File: src/rtl/picomem_wb_bridge.sv
// picomem_wb_bridge: PicoMem responder turning each CPU access into one Wishbone B4 classic single read/write.
// Optional bus timeout enabled by defining PICOWB_TIMEOUT_EN.
module picomem_wb_bridge #(
    parameter logic [31:0] ADDR_BASE      = 32'hC000_0000,
    parameter logic [31:0] ERR_RDATA      = 32'hDEAD_BEEF,
    parameter int unsigned TIMEOUT_CYCLES = 255
) (
    input  logic        clk,
    input  logic        reset,
    input  logic        mem_s_valid,
    output logic        mem_s_ready,
    input  logic [31:0] mem_s_addr,
    input  logic [31:0] mem_s_wdata,
    input  logic [3:0]  mem_s_wstrb,
    output logic [31:0] mem_s_rdata,
    output logic        wb_cyc_o,
    output logic        wb_stb_o,
    output logic        wb_we_o,
    output logic [29:0] wb_adr_o,
    output logic [31:0] wb_dat_o,
    output logic [3:0]  wb_sel_o,
    input  logic [31:0] wb_dat_i,
    input  logic        wb_ack_i,
    input  logic        wb_err_i,
    output logic [7:0]  err_count
);
    typedef enum logic [1:0] {IDLE, BUS, RESP} state_t;
    state_t state;
    logic   tmo_hit;
    logic   fail;
    logic   term;
    if (TIMEOUT_CYCLES == 0 || TIMEOUT_CYCLES > 65535) begin : g_bad_timeout
        $error("TIMEOUT_CYCLES must be in 1..65535");
    end
`ifdef PICOWB_TIMEOUT_EN
    logic [15:0] tmo_cnt;
    // Counts BUS cycles already spent; the last allowed cycle forces termination.
    always_ff @(posedge clk) begin
        if (reset) tmo_cnt <= '0;
        else tmo_cnt <= (state == BUS) ? tmo_cnt + 16'd1 : 16'd0;
    end
    assign tmo_hit = (state == BUS) && (tmo_cnt == 16'(TIMEOUT_CYCLES - 1));
`else
    assign tmo_hit = 1'b0;
`endif
    // A real ack beats a simultaneous timeout; err and timeout terminate identically.
    assign fail     = wb_err_i | (tmo_hit & ~wb_ack_i);
    assign term     = wb_ack_i | fail;
    assign wb_stb_o = wb_cyc_o;
    always_ff @(posedge clk) begin
        if (reset) begin
            state       <= IDLE;
            mem_s_ready <= 1'b0;
            mem_s_rdata <= '0;
            wb_cyc_o    <= 1'b0;
            wb_we_o     <= 1'b0;
            wb_adr_o    <= '0;
            wb_dat_o    <= '0;
            wb_sel_o    <= '0;
            err_count   <= '0;
        end else begin
            case (state)
                IDLE: if (mem_s_valid) begin
                    state    <= BUS;
                    wb_cyc_o <= 1'b1;
                    wb_we_o  <= |mem_s_wstrb;
                    wb_sel_o <= (|mem_s_wstrb) ? mem_s_wstrb : 4'hF;
                    wb_adr_o <= 30'((mem_s_addr - ADDR_BASE) >> 2);
                    wb_dat_o <= mem_s_wdata;
                end
                BUS: if (term) begin
                    state       <= RESP;
                    wb_cyc_o    <= 1'b0;
                    mem_s_ready <= 1'b1;
                    mem_s_rdata <= fail ? ERR_RDATA : (wb_we_o ? 32'd0 : wb_dat_i);
                    if (fail && err_count != 8'hFF) err_count <= err_count + 8'd1;
                end
                default: begin
                    state       <= IDLE;
                    mem_s_ready <= 1'b0;
                end
            endcase
        end
    end
endmodule

File: config.mk
export PLATFORM = sky130hd
export DESIGN_NAME = picomem_wb_bridge
export DESIGN_NICKNAME = d
export VERILOG_FILES = /design/src/rtl/picomem_wb_bridge.sv
export SDC_FILE = /design/constraint.sdc
export NUM_CORES = 1
export LEC_CHECK = 0
export CORE_ASPECT_RATIO = 1.25
export CORE_MARGIN = 1
export CORE_UTILIZATION = 42
export DETAILED_ROUTE_END_ITERATION = 7
export PLACE_DENSITY = 0.88
export REMOVE_ABC_BUFFERS = 1
export SLEW_MARGIN = 20
export SYNTH_ARGS = -nofsm -noshare
export SYNTH_HDL_FRONTEND = slang
export SYNTH_SLANG_ARGS = --single-unit
File: constraint.sdc
create_clock -name clk -period 2.5 [get_ports clk]
set_clock_uncertainty 0.2 [all_clocks]
set_input_delay 0.5 -clock clk [delete_from_list [all_inputs] [get_ports clk]]
set_output_delay 0.5 -clock clk [all_outputs]
set_load 0.01 [all_outputs]
==> out/results.tsv <==
metric	value	unit
cts_root_buf	clkbuf_16	
leakagePower	2.396	nW
layout.area.seq	2222	um^2
crit_chain	clkdlybuf4s50_1	
end_kind	output port	
stdcell_count	816	
fin_crit_sh	0.8202	
cp.depth	1	
crit_type	flop to output port	
cts_resized	0	
rsz0062_at_grt	no	
start_kind	flop	
clk_path_buf_depth	2	
grt_max_degree	74	
cp_slowest_stage_delay	580	ps
multi_input_area	1682	um^2
htreeDepth	3	
drc	0	
path_max_fanout	6	
wire_per_inst	14.56	um
cts.sinks	111	
grt_antenna_before_repair	0	
rows	39	
cts_setup_buffers	0	
finalCriticalPeriod	2051	ps
cts_tree	yes	
netlist_area	4078	um^2
drt_iter0_markers	166	
design.core.area	9271	um^2
dieArea	10110	um^2
gr-total-overflow	0	
ys_warn_count	0	
setup_violations	0	
crit_start	err_count[2]	
syn_inst	495	
min-delay-path-class	flop to flop	
cts_hold_buf	0	
gp_congestion	0.7613	
cp-endpoint	err_count[2]	
finalNetCount	795	
slew_violations	0	
initial_core_util	0.4398	
critPathRequiredTime	1800	ps
crit_family	buffers and inverters	
fmax	487.7	MHz
grt_pass1_vias	4092	
vias_per_cell	5.081	
r2r_end	err_count[7]	
drv_cap	0	
hold_viol	0	
port_buffers	212	
syn-mean-instance-area	8.238	um^2
grt_pass1_wl	19440	um
ys_ff_latch	111	
place_inst	801	
drtAntennaViolNets	0	
arrival	1350	ps
drive_gt1_frac	0.04473	
dieHeight	112.2	um
r2r_slack	630	ps
firstDrtPassIters	4	
synth-seq-area-share	0.5450	
max-vdd-ir-drop	0.3529	mV
yosysUniqueCellTypes	31	
grt_use_total	0.2373	
worst-r2r-cell-count	5	
hold_slack	253.8	ps
rr_startpoint	err_count[0]	
syn2layout_area_growth	61.46	%
relSlewSlack	0.4512	
status	finished clean	
layout_common_cells	clkdlybuf4s50_1 (211), nand2_1 (131), dfxtp_1 (111)	
critPathBufInv	1	
final_common_cell	clkdlybuf4s50_1	
clkTransAtPathRegs	70	ps
die_w	90.13	um
power_density	620.0	nW/um^2
wl	11890	um
final.fill_count	670	
io_pins	215	
num_antenna_cells	0	
numCtsBuffers	9	
clock_latency	340	ps
dp_hpwl	8662	um
worst_pin_slew	812.6	ps
crit_path_top_delay_cell	clkdlybuf4s50_1	
dr_total_vias	4146	
synthesized netlist by cell type (all sizes together):
cell | instances | share of area
nand3 | 12 | 0.015
and2b | 2 | 0.0037
a211oi | 26 | 0.048
nor2 | 42 | 0.039
mux2i | 2 | 0.0049
nor3b | 1 | 0.0031
dfxtp | 111 | 0.54
and3 | 1 | 0.0015
o21ai | 4 | 0.0049
nand2b | 1 | 0.0015
buf | 13 | 0.018
nand4 | 1 | 0.0015
nor3 | 5 | 0.0061
inv | 2 | 0.0018
nand2 | 131 | 0.12
or3 | 2 | 0.0031
o2111ai | 1 | 0.0021
o31ai | 1 | 0.0018
o21bai | 1 | 0.0046
o41ai | 1 | 0.0021
a2111oi | 1 | 0.0037
a21oi | 98 | 0.12
xor2 | 2 | 0.0043
xnor2 | 2 | 0.0043
nand3b | 1 | 0.0049
or3b | 1 | 0.0021
clkbuf | 26 | 0.024
ha | 1 | 0.0031
or4 | 2 | 0.0037
nor2b | 1 | 0.0015
routing by layer:
metal / GRT usage / share of wire
met5: 0 / 0
met4: 0.1065 / 0.023
met3: 0.06030 / 0.068
met2: 0.4346 / 0.51
met1: 0.2560 / 0.39
per-stage QoR:
stage / setup TNS, ps / instance area (um^2) / worst slack (ps) / util / total power, mW
global placement: 0 / 6297 / 211.8 / 0.6792 / 2.713
CTS: 0 / 6584 / 422.3 / 0.7101 / 4.114
global route: 0 / 6584 / 375.7 / 0.7101 / 4.264
floorplan: -37640 / 3905 / -1026 / - / 2.238
detailed placement: 0 / 6297 / 180.2 / 0.6792 / 2.740
finish: 0 / 6584 / 449.4 / 0.7101 / 4.082
cell families (layout without fill, tap and decap cells):
logic type	Yosys count	after routing	share of synthesized area
AND/OR/NAND/NOR	203	203	0.2068
AO/OA/AOI/OAI	133	133	0.1875
flip-flops	111	111	0.5450
buffers and inverters	41	239	0.04418
XOR/XNOR	4	4	0.008593
multiplexers	2	2	0.004910
adder cells (fa/ha/maj)	1	1	0.003068
worst register-to-register path, delay by kind of cell (launching register included):
kind / cells / cell delay (ps)
adders and majority gates: 1 / 250
DFF: 1 / 360
AOI/OAI and AO/OA: 2 / 300
and+or+nand+nor: 2 / 690
area by class of cell:
cell class	count	area share
repair buffers	222	0.3390
clock buffers	9	0.03421
multi-input cells	343	0.2554
flip-flops and latches	111	0.3375
clock inverters	6	0.009312
inverters	2	0.001140
well taps	123	0.02338
how the worst min path moves through the flow:
stage,startpoint,end,slack [ps],cells past startpoint
2_1_floorplan,mem_s_rdata[14],mem_s_rdata[14],270,2
3_3_place_gp,mem_s_rdata[24],mem_s_rdata[24],240,2
3_5_place_dp,mem_s_rdata[24],mem_s_rdata[24],250,2
4_1_cts,mem_s_rdata[24],mem_s_rdata[24],260,2
5_1_grt,wb_adr_o[26],wb_adr_o[26],280,2
6_report,wb_adr_o[22],wb_adr_o[22],250,2
state kept, by name (all words and copies together) (netlist names):
name         count
wb_dat_o        32
mem_s_rdata     32
wb_cyc_o         1
wb_we_o          1
state            2
mem_s_ready      1
err_count        8
wb_sel_o         4
wb_adr_o        30
power by group:
group          switching [mW]  internal, mW
clock                   0.613         0.770
sequential             0.0603          1.88
combinational           0.336         0.425
(Power assumes the default switching activity.)
